`config.mk`:
```
export PLATFORM = sky130hd
export DESIGN_NAME = bg_tile_serializer
export DESIGN_NICKNAME = d
export VERILOG_FILES = /design/src/rtl/bg_tile_serializer_pkg.sv /design/src/rtl/bg_tile_serializer_shift8x2.sv /design/src/rtl/bg_tile_serializer.sv
export SDC_FILE = /design/constraint.sdc
export NUM_CORES = 1
export LEC_CHECK = 0
export BUFFER_PORTS_ARGS = -buffer_cell sky130_fd_sc_hd__buf_2
export CAP_MARGIN = 20
export CORE_AREA = 4 4 115 117
export CTS_BUF_LIST = sky130_fd_sc_hd__clkbuf_16
export DETAILED_ROUTE_END_ITERATION = 7
export DIE_AREA = 0 0 119 121
export PLACE_DENSITY_LB_ADDON = 0.25
export REMOVE_ABC_BUFFERS = 1
export SYNTH_ARGS = -nofsm -noshare
export SYNTH_HDL_FRONTEND = slang
export SYNTH_SLANG_ARGS = --single-unit
```
`constraint.sdc`:
```
create_clock -name clk1 -period 2.23 [get_ports clk1]
set_clock_uncertainty 0.15 [all_clocks]
set_input_delay 0 -clock clk1 [delete_from_list [all_inputs] [get_ports clk1]]
set_output_delay 0 -clock clk1 [all_outputs]
set_load 0.01 [all_outputs]
```
`src/rtl/bg_tile_serializer_pkg.sv`:
```
// Shared definitions for the background tile serializer: fetch FSM encoding,
// ROM word field layout and the line-start detector.
package bg_tile_serializer_pkg;

    typedef enum logic [1:0] {
        ST_IDLE = 2'd0,
        ST_REQ  = 2'd1,
        ST_HOLD = 2'd2
    } fetch_state_e;

    localparam int FETCH_W  = 20;
    localparam int P0_LSB   = 0;
    localparam int P1_LSB   = 8;
    localparam int ATTR_LSB = 16;

    // A line starts on the pixel where the sampled hblank falls.
    function automatic logic line_start_f(input logic pix_ce,
                                          input logic hblank_prev,
                                          input logic hblank);
        return pix_ce & hblank_prev & ~hblank;
    endfunction

endpackage

```
`src/rtl/bg_tile_serializer_shift8x2.sv`:
```
// Two-plane 8-bit loadable shifter with attribute latch; the shift direction
// is captured together with each load.
module bg_shift8x2 (
    input  logic       clk1,
    input  logic       n_clr1,
    input  logic       clr,
    input  logic       load,
    input  logic       shift_en,
    input  logic       flip_in,
    input  logic [7:0] p0_in,
    input  logic [7:0] p1_in,
    input  logic [3:0] attr_in,
    output logic [1:0] pix,
    output logic [3:0] attr
);

    logic [7:0] p0_r;
    logic [7:0] p1_r;
    logic [3:0] attr_r;
    logic       flip_r;

    assign pix  = flip_r ? {p1_r[0], p0_r[0]} : {p1_r[7], p0_r[7]};
    assign attr = attr_r;

    // Plane/attr storage: clear, reload, or shift one pixel out.
    always_ff @(posedge clk1 or negedge n_clr1) begin
        if (!n_clr1) begin
            p0_r   <= 8'd0;
            p1_r   <= 8'd0;
            attr_r <= 4'd0;
            flip_r <= 1'b0;
        end else if (clr) begin
            p0_r   <= 8'd0;
            p1_r   <= 8'd0;
            attr_r <= 4'd0;
            flip_r <= 1'b0;
        end else if (load) begin
            p0_r   <= p0_in;
            p1_r   <= p1_in;
            attr_r <= attr_in;
            flip_r <= flip_in;
        end else if (shift_en) begin
            if (flip_r) begin
                p0_r <= {1'b0, p0_r[7:1]};
                p1_r <= {1'b0, p1_r[7:1]};
            end else begin
                p0_r <= {p0_r[6:0], 1'b0};
                p1_r <= {p1_r[6:0], 1'b0};
            end
        end else begin
            p0_r <= p0_r;
            p1_r <= p1_r;
        end
    end

endmodule

```
`src/rtl/bg_tile_serializer.sv`:
```
// Background tile serializer: fetches one tile row per column from ROM into a
// single buffer and shifts it out two bitplanes at a time, one pixel per pix_ce.
module bg_tile_serializer
    import bg_tile_serializer_pkg::*;
#(
    parameter int COLS = 32
) (
    input  logic                    clk1,
    input  logic                    n_clr1,
    input  logic                    pix_ce,
    input  logic                    hblank,
    input  logic                    ena_bg,
    input  logic                    flip,
    input  logic                    fetch_ack,
    input  logic [FETCH_W-1:0]      fetch_data,
    output logic                    fetch_req,
    output logic [$clog2(COLS)-1:0] fetch_col,
    output logic [5:0]              color,
    output logic                    opaque,
    output logic                    underrun
);

    localparam int CW = $clog2(COLS);

    fetch_state_e         state_r, state_s;
    logic [CW-1:0]        col_r;
    logic [FETCH_W-1:0]   buf_r;
    logic                 buf_vld_r;
    logic                 hblank_prev_r;
    logic                 line_act_r;
    logic                 discard_r;
    logic [2:0]           phase_r;
    logic                 fetch_req_r;
    logic [5:0]           color_r;
    logic                 opaque_r;
    logic                 underrun_r;

    logic                 line_start_s;
    logic                 active_pix_s;
    logic                 hb_pix_s;
    logic [2:0]           phase_cur_s;
    logic                 reload_s;
    logic                 take_s;
    logic                 ack_s;
    logic                 drop_s;
    logic                 capture_s;
    logic [1:0]           shf_pix_s;
    logic [3:0]           shf_attr_s;

    assign line_start_s = line_start_f(pix_ce, hblank_prev_r, hblank);
    assign active_pix_s = pix_ce & ~hblank;
    assign hb_pix_s     = pix_ce & hblank;
    // The line-start pixel itself counts as phase 0.
    assign phase_cur_s  = line_start_s ? 3'd0 : phase_r;
    assign reload_s     = active_pix_s & (phase_cur_s == 3'd7);
    assign take_s       = reload_s & buf_vld_r;
    assign ack_s        = fetch_ack & (state_r == ST_REQ);
    assign drop_s       = discard_r | hb_pix_s;
    assign capture_s    = ack_s & ~drop_s & ~line_start_s;

    assign fetch_req = fetch_req_r;
    assign fetch_col = col_r;
    assign color     = color_r;
    assign opaque    = opaque_r;
    assign underrun  = underrun_r;

    // Fetch FSM next-state.
    always_comb begin
        state_s = state_r;
        if (line_start_s) begin
            state_s = ST_REQ;
        end else begin
            case (state_r)
                ST_IDLE: begin
                    if (!buf_vld_r && line_act_r && !hblank) begin
                        state_s = ST_REQ;
                    end else begin
                        state_s = ST_IDLE;
                    end
                end
                ST_REQ: begin
                    if (ack_s) begin
                        state_s = drop_s ? ST_IDLE : ST_HOLD;
                    end else begin
                        state_s = ST_REQ;
                    end
                end
                ST_HOLD: begin
                    if (take_s) begin
                        state_s = ST_IDLE;
                    end else begin
                        state_s = ST_HOLD;
                    end
                end
                default: state_s = ST_IDLE;
            endcase
        end
    end

    // Fetch state, column, buffer and line tracking.
    always_ff @(posedge clk1 or negedge n_clr1) begin
        if (!n_clr1) begin
            state_r       <= ST_IDLE;
            fetch_req_r   <= 1'b0;
            col_r         <= '0;
            buf_r         <= '0;
            buf_vld_r     <= 1'b0;
            hblank_prev_r <= 1'b0;
            line_act_r    <= 1'b0;
            discard_r     <= 1'b0;
            phase_r       <= 3'd0;
        end else begin
            state_r     <= state_s;
            fetch_req_r <= (state_s == ST_REQ);
            if (pix_ce) hblank_prev_r <= hblank;

            if (line_start_s)  line_act_r <= 1'b1;
            else if (hb_pix_s) line_act_r <= 1'b0;

            if (line_start_s)   col_r <= '0;
            else if (capture_s) col_r <= col_r + CW'(1);

            // A take in the capture cycle consumes the old word first.
            if (line_start_s) begin
                buf_r     <= '0;
                buf_vld_r <= 1'b0;
            end else if (capture_s) begin
                buf_r     <= fetch_data;
                buf_vld_r <= 1'b1;
            end else if (take_s) begin
                buf_vld_r <= 1'b0;
            end

            if (line_start_s || state_s != ST_REQ) discard_r <= 1'b0;
            else if (hb_pix_s)                     discard_r <= 1'b1;

            if (active_pix_s) phase_r <= phase_cur_s + 3'd1;
        end
    end

    // Registered pixel output and sticky underrun flag.
    always_ff @(posedge clk1 or negedge n_clr1) begin
        if (!n_clr1) begin
            color_r    <= 6'd0;
            opaque_r   <= 1'b0;
            underrun_r <= 1'b0;
        end else begin
            if (line_start_s)                underrun_r <= 1'b1 & 1'b0;
            else if (reload_s && !buf_vld_r) underrun_r <= 1'b1;

            if (pix_ce) begin
                if (line_start_s || hblank || !ena_bg) begin
                    color_r  <= 6'd0;
                    opaque_r <= 1'b0;
                end else begin
                    color_r  <= {shf_attr_s, shf_pix_s};
                    opaque_r <= |shf_pix_s;
                end
            end
        end
    end

    bg_shift8x2 u_shift (
        .clk1     (clk1),
        .n_clr1   (n_clr1),
        .clr      (line_start_s),
        .load     (reload_s),
        .shift_en (active_pix_s),
        .flip_in  (flip),
        .p0_in    (take_s ? buf_r[P0_LSB +: 8]   : 8'd0),
        .p1_in    (take_s ? buf_r[P1_LSB +: 8]   : 8'd0),
        .attr_in  (take_s ? buf_r[ATTR_LSB +: 4] : 4'd0),
        .pix      (shf_pix_s),
        .attr     (shf_attr_s)
    );

endmodule

```
# Word level (Yosys, flattened, before mapping)
# Cells that the tools add are included.
# word_totals
regBits,64
in_bits,27
# classes
add_sub_neg,2
n_eq_ne,5
muxes,38
bitwise,13
reduce_logical,18
# ops
cell,count
8-bit 2-to-1 mux,10
20-bit 2-to-1 mux,2
1-bit 2-to-1 mux,13
4-bit 2-to-1 mux,3
2-bit 2-to-1 mux,5
5-bit 2-to-1 mux,2
2-bit nonzero test,5
1-bit bitwise AND,9
6-bit 2-to-1 mux,1
2-bit one-hot mux with 3 select lines,1
3-bit nonzero test,2
"5-bit by 1-bit adder with 5-bit output, second input constant",1
"2-bit by 1-bit == test with 1-bit output, second input constant",2
"3-bit by 1-bit adder with 3-bit output, second input constant",1
"3-bit == test, second input constant",1
1-bit logical AND,3
1-bit zero test,3
1-bit logical OR,3
3-bit 2-to-1 mux,1
1-bit NOT,3
"2-bit == test, second input constant",1
2-bit zero test,1
"2-bit by 1-bit inequality test with 1-bit output, second input constant",1
2-bit OR reduction,1
1-bit OR,1

# Depth between registers and ports, before layout
# Gate-level depths: netlist of run 1.
# depth
word_depth,12
depth_mapped,10
mapped_depth_nobuf,7

# Hierarchy
# Synthesis of run 1 repeated with hierarchy kept, for this count alone.
# unflattened
cells_unflattened,310
area_unflattened_um2,3250.6
# by_module_without_submodules
mod,n_inst,cells_each,area_each_um2,seq_area_each_um2
bg_tile_serializer,1,216,2054.5,1076.0
bg_shift8x2,1,94,1196.1,525.5

# Worst setup path before layout of run 1
# Ideal clock, no wire load.
# synth_timing
kind,register to register
from,register hblank_prev_r
to,"register underrun_r, in the netlist underrun"
arrival_time_ps,1842
required_time_ps,1961
setup_slack_ps,119
path_stages_with_launch,10
path_buffers,2
period_less_slack_ps,2111
cell_sequence,dfrtp_1 -> nand3b_1 -> and2_1 -> ha_1 -> ha_1 -> clkbuf_1 -> nand3b_1 -> buf_2 -> nor2_1 -> o21a_1
# synth_between
elab_chain_cells,7
elab_cells_between_ends,8
# synth_lines
item,line_no,source
"start, declared",bg_tile_serializer.sv:29,logic hblank_prev_r;
"start signal, assigned",bg_tile_serializer.sv:115,if (pix_ce) hblank_prev_r <= hblank;
1-bit bitwise AND * (2 in a row),bg_tile_serializer_pkg.sv:20,return pix_ce & hblank_prev & ~hblank;
3-bit 2-to-1 mux,bg_tile_serializer.sv:54,assign phase_cur_s = line_start_s ? 3'd0 : phase_r;
3-bit == test,bg_tile_serializer.sv:55,assign reload_s = active_pix_s & (phase_cur_s == 3'd7);
1-bit bitwise AND,bg_tile_serializer.sv:55,
1-bit logical AND,bg_tile_serializer.sv:149,else if (reload_s && !buf_vld_r) underrun_r <= 1'b1;
2-bit nonzero test (no source line),-,
"end signal, assigned",bg_tile_serializer.sv:148,if (line_start_s) underrun_r <= 1'b1 & 1'b0;
"end, declared",bg_tile_serializer.sv:36,logic underrun_r;
# Every way passes the cells marked *; elsewhere a longest branch is shown, timed or not.
# A chain may end at the register's enable or synchronous reset.

# Worst setup path in the final report of run 1
# layout_timing
from,input hblank
to,register u_shift.p0_r[3]
# layout_between
elab_chain_cells,9
elab_cells_between_ends,11
# layout_lines
item,line_no,source
"start, declared",bg_tile_serializer.sv:11,"input logic hblank,"
1-bit NOT *,"bg_tile_serializer_pkg.sv:20, bg_tile_serializer.sv:51",
1-bit bitwise AND,bg_tile_serializer_pkg.sv:20,
3-bit 2-to-1 mux,bg_tile_serializer.sv:54,
3-bit == test,bg_tile_serializer.sv:55,
1-bit bitwise AND,bg_tile_serializer.sv:55,
1-bit bitwise AND,bg_tile_serializer.sv:56,assign take_s = reload_s & buf_vld_r;
8-bit 2-to-1 mux,bg_tile_serializer.sv:170,".p0_in (take_s ? buf_r[P0_LSB +: 8] : 8'd0),"
8-bit 2-to-1 mux,bg_tile_serializer_shift8x2.sv:37,end else if (load) begin
8-bit 2-to-1 mux,bg_tile_serializer_shift8x2.sv:32,end else if (clr) begin
"end signal, assigned",bg_tile_serializer_shift8x2.sv:38,p0_r <= p0_in;
"end signal, assigned",bg_tile_serializer_shift8x2.sv:44,"p0_r <= {1'b0, p0_r[7:1]};"
"end signal, assigned",bg_tile_serializer_shift8x2.sv:47,"p0_r <= {p0_r[6:0], 1'b0};"
"end, declared",bg_tile_serializer_shift8x2.sv:17,logic [7:0] p0_r;
# Marks and branches as above.

==> results by group, run 1 <==
Timing
  – RSZ-0062 raised after global routing: no
  – Final Critical Period: 2.084 ns
  – Final Max Tran Viols: 0
  – Final setup viols: 0
  – Max Fclk: 479.8 MHz
  – Worst-Margin Slew: 0.6445 ns
  – Setup WS post-layout: 0.1459 ns
  – Tcrit/Tclk final: 93.46%
  – Rel. slew slack: 57.03%
  – Final hold slack: 0.06996 ns
  – Final Hold Vio Count: 0

Detailed routing
  – Via density: 4.547
  – Remaining DRCs: 0
  – Drt initial violations: 120
  – Via count: 2501
  – Pre-Repair DR Iteration Count: 4
  – Average wire per standard cell: 14.76 um
  – Total wire length: 8116 um
  – Antenna viol nets, final: 0

Critical path
  – CP max stage cell: dlygate4sd3_1
  – Slowest cell delay on critical path: 0.53 ns
  – Critical Path AT: 2.12 ns
  – Crit-path max FO: 12
  – Crit path kind: in -> reg
  – CP Launch Type: input pin
  – Crit path capture type: flip-flop
  – CP Cell Sequence: dlygate4sd3_1, buf_2, nand3b_1, and2_1, ha_1, ha_2, and4b_1, buf_4, a22oi_1, o21ai_0
  – Critical path data required time: 2.26 ns

Finish
  – Fin nets: 403
  – Layout fillers: 1290
  – Area occupied by multi-input gates: 1290 sq um
  – Final Non-Filler Cells: 550
  – Storage element area: 1602 sq um
  – Share of cells above drive strength 1: 24.07%
  – ANT cells: 0
  – Layout area overhead: 33.60%

Floorplan
  – # IOs: 41
  – CORE AREA: 12360 sq um
  – Initial Utilization: 24.34%
  – Die Y: 121 um
  – Die Wd: 119 um
  – Num rows: 41
  – Die ar.: 14400 sq um

Logic synthesis
  – Post-Syn Area: 3009 sq um
  – Top FF cell, synth: dfrtp_1
  – Commonest cells in the netlist: dfrtp_1 (64), a21oi_1 (36), nand3_1 (29), o21ai_0 (29), nand2_1 (27)
  – Ys async rst share: 100.0%
  – Synth unique cells: 40
  – Cell taking the most area after synthesis: dfrtp_1
  – Mapped Cells: 302
  – EDFF count, synth: 0
  – Cell with the most instances after synthesis: dfrtp_1
  – #FFs+latches synth: 64
  – Post-synthesis sequential area ratio: 53.22%
  – Synthesis Warnings: 0
  – Top-area cell type share of the netlist area: 53.22%
  – Main area contributors after synthesis: dfrtp_1 (53%), a21oi_1 (6.0%), mux2_2 (5.2%)
  – Avg Cell Area, Syn: 9.964 sq um

Place
  – # port buffers: 40
  – Post-place setup slack: 0.1746 ns
  – Routability cong.: 0.7165
  – Inst Count DP: 507
  – Final HPWL DP: 5442 um

Power and ir drop
  – Sw frac: 29.42%
  – Power per cell area: 924.4 nW/um^2
  – Clock share of power: 36.7%
  – Maximum VDD drop: 0.3166 mV
  – Pleak: 0.001782 uW
  – Comb power frac: 19.7%
  – Sequential power share: 43.7%
  – Net Switching: 1093 uW
  – Pint: 2623 uW

Clock tree
  – H-Tree Depth: 3
  – Num CTS Buffers: 9
  – Post-CTS Setup Bufs: 0
  – Clk_lat worst skew: 0.33 ns
  – Root Buffer: clkbuf_16
  – Clk buf depth: 2
  – CTS Sinks: 64
  – Clk slew on worst S/H paths: 0.06 ns
  – CTS tree: done

Global routing
  – M1 GR Usage: 16.09%
  – Gr usage total: 12.31%
  – Met2 GRT Util: 20.10%
  – Met3 Usage GRT: 2.471%
  – Vias in the first global route: 2647
  – GR peak layer: met2
  – Largest net degree at the start of global routing: 57
  – Global-route wire length before repair: 13970 um
  – Initial antenna violation count: 0
  – GRT overflow: 0

Hold path
  – Worst Hold Class: in -> async

Job
  – Total of max-cap violations: 0

Status
  – Outcome: finished, final reports clean
## repair_timing
item	CTS	global route
endpoints found under the hold margin	97	0
hold buffers	27	0
gates resized for setup	0	1
endpoints found under the setup margin	0	7
## layout by cell type (no fill, tap or decap), types with 2 or more instances in the layout
| master | n |
|---|---|
| nand3b_1 | 2 |
| dfrtp_1 | 64 |
| a2bb2oi_1 | 2 |
| dlygate4sd3_1 | 27 |
| and2_1 | 4 |
| mux2i_1 | 3 |
| clkbuf_16 | 9 |
| o21ai_1 | 10 |
| o21ai_0 | 29 |
| o31ai_1 | 2 |
| nand2b_1 | 3 |
| buf_4 | 17 |
| a22oi_1 | 12 |
| nor2_1 | 6 |
| o2bb2ai_1 | 2 |
| a21oi_1 | 36 |
| mux2_2 | 14 |
| a22o_1 | 5 |
| clkinvlp_4 | 2 |
| and3b_1 | 2 |
| clkinv_2 | 2 |
| ha_1 | 2 |
| or4_1 | 2 |
| nor3_1 | 2 |
| inv_1 | 2 |
| clkinv_1 | 2 |
| nand2_1 | 27 |
| buf_2 | 40 |
| nand3_1 | 29 |
## per-layer routing
layer	part of all wire, %	routed length (um)	up-vias
li1	-	-	1245
met3	2.7	221	15
met2	48	3901	44
met1	47	3844	1197
met4	1.8	148	0
met5	0	0	-
## final timing paths
kind / start / to / slack (ns) / cells after the start
max: hblank / u_shift.p0_r[3] / 0.15 / 10
min: n_clr1 / buf_r[19] / 0.07 / 3
max reg2reg: hblank_prev_r / u_shift.p0_r[3] / 0.22 / 8
min reg2reg: phase_r[0] / phase_r[0] / 0.33 / 1
max in group asynchronous: n_clr1 / color[0] / 1.14 / 3
min in group clk1: fetch_data[15] / buf_r[15] / 0.31 / 4
## worst max-delay path, delay by kind of cell
kind	cells	cell delay (ns)
buffers and inverters	3	0.84
AND/OR/NAND/NOR	3	0.56
AO/OA/AOI/OAI	2	0.30
adder cells (fa/ha/maj)	2	0.41
## kinds of logic (layout without fill, tap and decap cells)
family	count (synthesis)	after routing	share of synthesized area [%]
compound gates	105	105	20.42
mux	17	17	6.237
fa+ha+maj	3	3	1.248
buf+inv	27	103	4.075
simple gates	86	86	14.80
flops	64	64	53.22
## state kept, by name, indices dropped and copies added, names as in the netlist
name / count
discard_r: 1
fetch_req: 1
u_shift.attr: 4
buf_r: 20
fetch_col: 5
line_act_r: 1
u_shift.flip_r: 1
color: 6
hblank_prev_r: 1
u_shift.p0_r: 8
u_shift.p1_r: 8
opaque: 1
state_r: 2
buf_vld_r: 1
phase_r: 3
underrun: 1
## power groups by stage
stage	sequential (uW)	clock, uW	combinational, uW
global route	1670	1440	840
global placement	1650	0	696
detailed placement	1650	0	705
finish	1620	1360	731
floorplan	1590	0	434
CTS	1630	1400	745
## layout make-up
type | count | area share, %
Timing Repair Buffer | 85 | 15.38
Clock buffer | 9 | 5.602
Clock inverter | 7 | 1.556
Tap cell | 172 | 5.353
Sequential cell | 64 | 39.84
Inverter | 2 | 0.1867
Multi-Input combinational cell | 211 | 32.09
## metrics by stage
step / power (uW) / area [sq um] / TNS, ns / utilization, %
final: 3716 / 4020 / 0 / 32.52
after floorplan: 2024 / 2894 / -0.09856 / -
after CTS: 3773 / 4018 / 0 / 32.50
after detailed placement: 2352 / 3460 / 0 / 27.98
after global placement: 2342 / 3460 / 0 / 27.98
after global routing: 3943 / 4020 / 0 / 32.52
Power figures use the tool's default switching activity.
==> run 2: changes to the inputs <==
- CTS_BUF_LIST: sky130_fd_sc_hd__clkbuf_16 -> sky130_fd_sc_hd__clkbuf_4
==> results by group, run 2 (synthesized netlist as in run 1, its figures left out) <==
Timing
  – RSZ-0062 raised after global routing: no (unchanged)
  – Final setup viols: 0 (unchanged)
  – Rel. slew slack: 56.26% (was 57.03%)
  – Max Fclk: 472.5 MHz (was 479.8 MHz)
  – Setup_tns: 0 ns (unchanged)
  – Worst-Margin Slew: 0.6561 ns (was 0.6445 ns)
  – Final Critical Period: 2.116 ns (was 2.084 ns)
  – Tcrit/Tclk final: 94.90% (was 93.46%)
  – Final Hold Vio Count: 0 (unchanged)
  – Final Max Tran Viols: 0 (unchanged)

Detailed routing
  – Antenna viol nets, final: 0 (unchanged)
  – Average wire per standard cell: 14.49 um (was 14.76 um)
  – Remaining DRCs: 0 (unchanged)
  – Via density: 4.493 (was 4.547)
  – Total wire length: 8027 um (was 8116 um)
  – Drt initial violations: 143 (was 120)
  – Via count: 2489 (was 2501)
  – Pre-Repair DR Iteration Count: 4 (unchanged)

Critical path
  – CP Launch Type: flip-flop (was input pin)
  – R2R Setup Slk: 0.11 ns (was 0.22 ns)
  – CP Cell Sequence: nand3b_1, and2_1, ha_1, ha_2, buf_4, nand3_1, dlygate4sd3_1, nand2_1 (was dlygate4sd3_1, buf_2, nand3b_1, and2_1, ha_1, ha_2, and4b_1, buf_4, a22oi_1, o21ai_0)
  – Crit Reg-Reg Endpoint: u_shift.flip_r (was u_shift.p0_r[3])
  – Critical path startpoint: hblank_prev_r (was hblank)
  – Slowest cell delay on critical path: 0.54 ns (was 0.53 ns)
  – R2R Path Start: hblank_prev_r (unchanged)
  – Critical path data required time: 2.39 ns (was 2.26 ns)
  – Reg2Reg Depth: 8 (unchanged)
  – Critical Path AT: 2.27 ns (was 2.12 ns)
  – Crit path capture type: flip-flop (unchanged)
  – Crit-path max FO: 6 (was 12)
  – Crit path kind: reg -> reg (was in -> reg)
  – CP max stage cell: dlygate4sd3_1 (unchanged)

Floorplan
  – Die Y: 121 um (unchanged)
  – Die Wd: 119 um (unchanged)
  – Num rows: 41 (unchanged)
  – Initial Utilization: 24.34% (unchanged)
  – # IOs: 41 (unchanged)
  – CORE AREA: 12360 sq um (unchanged)
  – Die ar.: 14400 sq um (unchanged)

Power and ir drop
  – Sequential power share: 51.9% (was 43.7%)
  – Net Switching: 1020 uW (was 1093 uW)
  – Maximum VDD drop: 0.2776 mV (was 0.3166 mV)
  – Pleak: 0.001720 uW (was 0.001782 uW)
  – Power per cell area: 800.8 nW/um^2 (was 924.4 nW/um^2)
  – Sw frac: 32.71% (was 29.42%)
  – Comb power frac: 23.5% (was 19.7%)
  – Clock share of power: 24.6% (was 36.7%)
  – Pint: 2099 uW (was 2623 uW)

Job
  – Total of max-cap violations: 0 (unchanged)

Hold path
  – Cell count of the worst hold path: 4
  – Hold EP: buf_r[15]
  – Worst Hold Launch: fetch_data[15]
  – Worst Hold Class: in -> reg (was in -> async)

Place
  – # port buffers: 40 (unchanged)
  – Final HPWL DP: 5442 um (unchanged)
  – Routability cong.: 0.7165 (unchanged)

Clock tree
  – Clk buf depth: 2 (unchanged)
  – CTS tree: done (unchanged)
  – H-Tree Depth: 3 (unchanged)
  – Post-CTS Setup Bufs: 0 (unchanged)
  – Num CTS Buffers: 9 (unchanged)
  – Clk slew on worst S/H paths: 0.11 ns (was 0.06 ns)
  – Root Buffer: clkbuf_4 (was clkbuf_16)
  – CTS Sinks: 64 (unchanged)
  – Clk_lat worst skew: 0.41 ns (was 0.33 ns)

Finish
  – Final core occ: 31.50% (was 32.52%)
  – Layout area overhead: 29.44% (was 33.60%)
  – Commonest non-fill, non-tap cells in the layout: dfrtp_1 (64), buf_2 (40), a21oi_1 (36), dlygate4sd3_1 (30) (was dfrtp_1 (64), buf_2 (40), a21oi_1 (36), nand3_1 (29), o21ai_0 (29))
  – Largest reg by FF count: buf_r (unchanged)
  – Most common cell after layout, fill and taps aside: dfrtp_1 (unchanged)
  – Max FFs per register: 20 (unchanged)
  – Fin nets: 406 (was 403)
  – Share of cells above drive strength 1: 23.88% (was 24.07%)
  – Top Registers: buf_r x20, u_shift.p0_r x8, u_shift.p1_r x8 (unchanged)
  – Layout fillers: 1304 (was 1290)

Global routing
  – Global-route wire length before repair: 13760 um (was 13970 um)
  – Gr usage total: 12.06% (was 12.31%)
  – GRT overflow: 0 (unchanged)
  – Largest net degree at the start of global routing: 57 (unchanged)
  – Initial antenna violation count: 1 (was 0)
  – Vias in the first global route: 2636 (was 2647)

Status
  – Outcome: finished, final reports clean (unchanged)
==> run 2: cell count changes in the layout (fill, tap and decap cells not counted), sizes merged <==
cell         previous run  this run
dlygate4sd3            27        30
diode                   0         1
==> run 2: per-stage QoR <==
step                power, uW  hold WS, ns  std cells  cell area (sq um)  setup WS, ns
floorplan                2024      -0.4456        277               2894      -0.01784
global placement         2342      -0.2798        507               3460        0.2256
detailed placement       2352      -0.2797        507               3460        0.1746
CTS                      3167       0.1873        553               3890       0.05362
global route             3337       0.2025        554               3895       0.02568
finish                   3119       0.2246        554               3895        0.1136
==> run 2: worst max-delay path by stage <==
stage | cells after the start | endpoint | slack [ns]
after global placement | 8 | u_shift.p0_r[4] | 0.23
after detailed placement | 8 | u_shift.p0_r[4] | 0.17
after global routing | 8 | u_shift.flip_r | 0.03
final | 8 | u_shift.flip_r | 0.11
after floorplan | 7 | state_r[1] | -0.02
after CTS | 8 | u_shift.flip_r | 0.05
==> run 2: what timing repair did <==
item,in CTS,in global routing
gates resized for setup,0,1
hold buffers,30,0
endpoints found under the setup margin,0,1
hold endpoints to repair,103,0
==> run 2: routing by layer <==
| metal | wire length (um) | track usage (%) | up-vias |
|---|---|---|---|
| li1 | - | - | 1252 |
| met1 | 3698 | 15.76 | 1190 |
| met2 | 3961 | 19.82 | 43 |
| met3 | 293 | 2.611 | 4 |
| met4 | 72 | 4.127 | 0 |
| met5 | 0 | 0 | - |
==> run 2: power by group through the flow <==
stage          Combinational [uW]  Clock [uW]  Sequential, uW
2_1_floorplan                 434           0            1590
3_3_place_gp                  696           0            1650
3_5_place_dp                  705           0            1650
4_1_cts                       747         797            1620
5_1_grt                       842         835            1660
6_report                      734         767            1620
==> run 2: area by class of cell <==
| type | count | area, sq um | area share (%) |
|---|---|---|---|
| Sequential cell | 64 | 1602 | 41.12 |
| Inverter | 2 | 7.507 | 0.1927 |
| Clock inverter | 7 | 62.56 | 1.606 |
| Clock buffer | 9 | 67.56 | 1.735 |
| Tap cell | 172 | 215.2 | 5.525 |
| Antenna cell | 1 | 2.502 | 0.06425 |
| Multi-Input combinational cell | 211 | 1290 | 33.12 |
| Timing Repair Buffer | 88 | 648.1 | 16.64 |
==> run 2: worst max-delay path: cells and delay by family, from the launching register on <==
family	cells	cell delay (ns)
and+or+nand+nor	4	0.40
DFF	1	0.36
adders and majority gates	2	0.41
buffers and inverters	2	0.70
==> run 3: changes to the inputs <==
- CORE_AREA: 4 4 115 117 -> 2 2 113 115
- DIE_AREA: 0 0 119 121 -> 0 0 115 117
==> results by group, run 3 (synthesized netlist as in run 1, its figures left out) <==
Critical path
  – Critical Path AT: 2.18 ns (was 2.27 ns)
  – Crit-path max FO: 12 (was 6)
  – Critical path data required time: 2.37 ns (was 2.39 ns)
  – CP Cell Sequence: nand3b_1, and2_1, ha_1, ha_2, and4b_1, buf_4, a22oi_1, o21ai_0 (was nand3b_1, and2_1, ha_1, ha_2, buf_4, nand3_1, dlygate4sd3_1, nand2_1)
  – CP max stage cell: dfrtp_1 (was dlygate4sd3_1)
  – CP Launch Type: flip-flop (unchanged)
  – Slowest cell delay on critical path: 0.37 ns (was 0.54 ns)
  – Crit path kind: reg -> reg (unchanged)
  – Crit path capture type: flip-flop (unchanged)

Floorplan
  – Num rows: 41 (unchanged)
  – # IOs: 41 (unchanged)
  – Initial Utilization: 24.44% (was 24.34%)
  – Die Y: 117 um (was 121 um)
  – Die ar.: 13460 sq um (was 14400 sq um)
  – Die Wd: 115 um (was 119 um)
  – CORE AREA: 12310 sq um (was 12360 sq um)

Power and ir drop
  – Clock share of power: 27.9% (was 24.6%)
  – Sequential power share: 49.7% (was 51.9%)
  – Maximum VDD drop: 0.3723 mV (was 0.2776 mV)
  – Power per cell area: 838.4 nW/um^2 (was 800.8 nW/um^2)
  – Comb power frac: 22.4% (was 23.5%)
  – Pleak: 0.001731 uW (was 0.001720 uW)
  – Net Switching: 1037 uW (was 1020 uW)
  – Pint: 2228 uW (was 2099 uW)
  – Sw frac: 31.76% (was 32.71%)

Timing
  – Final Hold Vio Count: 0 (unchanged)
  – RSZ-0062 raised after global routing: no (unchanged)
  – Rel. slew slack: 41.89% (was 56.26%)
  – Final Max Tran Viols: 0 (unchanged)
  – Tcrit/Tclk final: 91.36% (was 94.90%)
  – Setup WS post-layout: 0.1926 ns (was 0.1136 ns)
  – Final Critical Period: 2.037 ns (was 2.116 ns)
  – Worst-Margin Slew: 0.8716 ns (was 0.6561 ns)
  – Max Fclk: 490.8 MHz (was 472.5 MHz)
  – Final hold slack: 0.1959 ns (was 0.2246 ns)
  – Setup_tns: 0 ns (unchanged)
  – Final setup viols: 0 (unchanged)

Finish
  – Fin nets: 406 (unchanged)
  – Share of cells above drive strength 1: 24.15% (was 23.88%)
  – Post-Layout Inst Area: 3894 sq um (was 3895 sq um)
  – ANT cells: 0 (was 1)
  – Layout area overhead: 29.40% (was 29.44%)
  – Max FFs per register: 20 (unchanged)
  – Most common cell after layout, fill and taps aside: dfrtp_1 (unchanged)
  – Largest reg by FF count: buf_r (unchanged)
  – Top Registers: buf_r x20, u_shift.p0_r x8, u_shift.p1_r x8 (unchanged)
  – Final Non-Filler Cells: 531 (was 554)
  – Commonest non-fill, non-tap cells in the layout: dfrtp_1 (64), buf_2 (40), a21oi_1 (36), dlygate4sd3_1 (30) (unchanged)

Detailed routing
  – Pre-Repair DR Iteration Count: 4 (unchanged)
  – Average wire per standard cell: 15.40 um (was 14.49 um)
  – Drt initial violations: 144 (was 143)
  – Via density: 4.893 (was 4.493)
  – Via count: 2598 (was 2489)
  – Remaining DRCs: 0 (unchanged)
  – Total wire length: 8180 um (was 8027 um)
  – Antenna viol nets, final: 0 (unchanged)

Clock tree
  – Clk slew on worst S/H paths: 0.12 ns (was 0.11 ns)
  – CTS tree: done (unchanged)
  – H-Tree Depth: 3 (unchanged)
  – Clk buf depth: 2 (unchanged)
  – CTS Sinks: 64 (unchanged)
  – Num CTS Buffers: 9 (unchanged)
  – Clk_lat worst skew: 0.43 ns (was 0.41 ns)
  – Root Buffer: clkbuf_4 (unchanged)
  – Post-CTS Setup Bufs: 0 (unchanged)

Hold path
  – Worst Hold Class: in -> reg (unchanged)

Global routing
  – Gr usage total: 13.23% (was 12.06%)
  – Largest net degree at the start of global routing: 33 (was 57)
  – GR peak layer: met2 (unchanged)
  – Global-route wire length before repair: 13550 um (was 13760 um)
  – M1 GR Usage: 17.59% (was 15.76%)
  – Initial antenna violation count: 0 (was 1)
  – Met3 Usage GRT: 3.605% (was 2.611%)
  – Vias in the first global route: 2592 (was 2636)
  – GRT overflow: 0 (unchanged)
  – Met2 GRT Util: 21.10% (was 19.82%)

Place
  – Routability cong.: 0.7415 (was 0.7165)
  – Final HPWL DP: 5461 um (was 5442 um)
  – Placed cell area: 3432 sq um (was 3460 sq um)
  – Inst Count DP: 485 (was 507)
  – # port buffers: 40 (unchanged)
  – Post-place setup slack: 0.1437 ns (was 0.1746 ns)

Job
  – Total of max-cap violations: 0 (unchanged)

Status
  – Outcome: finished, final reports clean (unchanged)
-- run 3: critical path, delay by kind of cell (launching register included) --
| kind | cells | cell delay, ns |
|---|---|---|
| simple gates | 3 | 0.50 |
| fa+ha+maj | 2 | 0.42 |
| flops | 1 | 0.37 |
| compound gates | 2 | 0.29 |
| buf+inv | 1 | 0.19 |
-- run 3: path summary, 6_finish.rpt --
check	endpoint	slack [ns]	cells after the start	startpoint
max	u_shift.p0_r[2]	0.19	8	hblank_prev_r
min in group asynchronous	fetch_req	0.53	4	n_clr1
min reg2reg	phase_r[0]	0.33	1	phase_r[0]
min	buf_r[2]	0.20	4	fetch_data[2]
max reg2reg	u_shift.p0_r[2]	0.19	8	hblank_prev_r
max in group asynchronous	color[2]	0.74	4	n_clr1
-- run 3: power by group through the flow --
stage	Combinational (uW)	Sequential [uW]	Clock [uW]
final	730	1620	912
after floorplan	434	1590	0
after global placement	684	1650	0
after CTS	738	1630	943
after global routing	824	1670	1010
after detailed placement	697	1650	0
-- run 3: area by class of cell --
| type | count | area, sq um |
|---|---|---|
| clock buffers | 10 | 75.07 |
| clock inverters | 6 | 83.83 |
| well taps | 150 | 187.7 |
| multi-input cells | 211 | 1290 |
| fillers | 1297 | 8418 |
| flip-flops and latches | 64 | 1602 |
| inverters | 2 | 7.507 |
| repair buffers | 88 | 648.1 |
-- run 3: through the flow --
stage               total power, uW  utilization [%]
floorplan                      2024                -
global placement               2332            27.88
detailed placement             2349            27.88
CTS                            3309            31.61
global route                   3500            31.63
finish                         3265            31.63
-- run 3: what timing repair did --
action	4_1_cts	5_1_grt
endpoints found under the hold margin	103	0
setup endpoints to repair	0	8
gates resized for setup	0	1
hold buffers	30	0
-- run 3: per-layer routing --
| layer | share of wire, % | vias to the layer above |
|---|---|---|
| met3 | 4.2 | 11 |
| met2 | 46 | 57 |
| li1 | - | 1250 |
| met5 | 0 | - |
| met1 | 49 | 1280 |
| met4 | 1.5 | 0 |
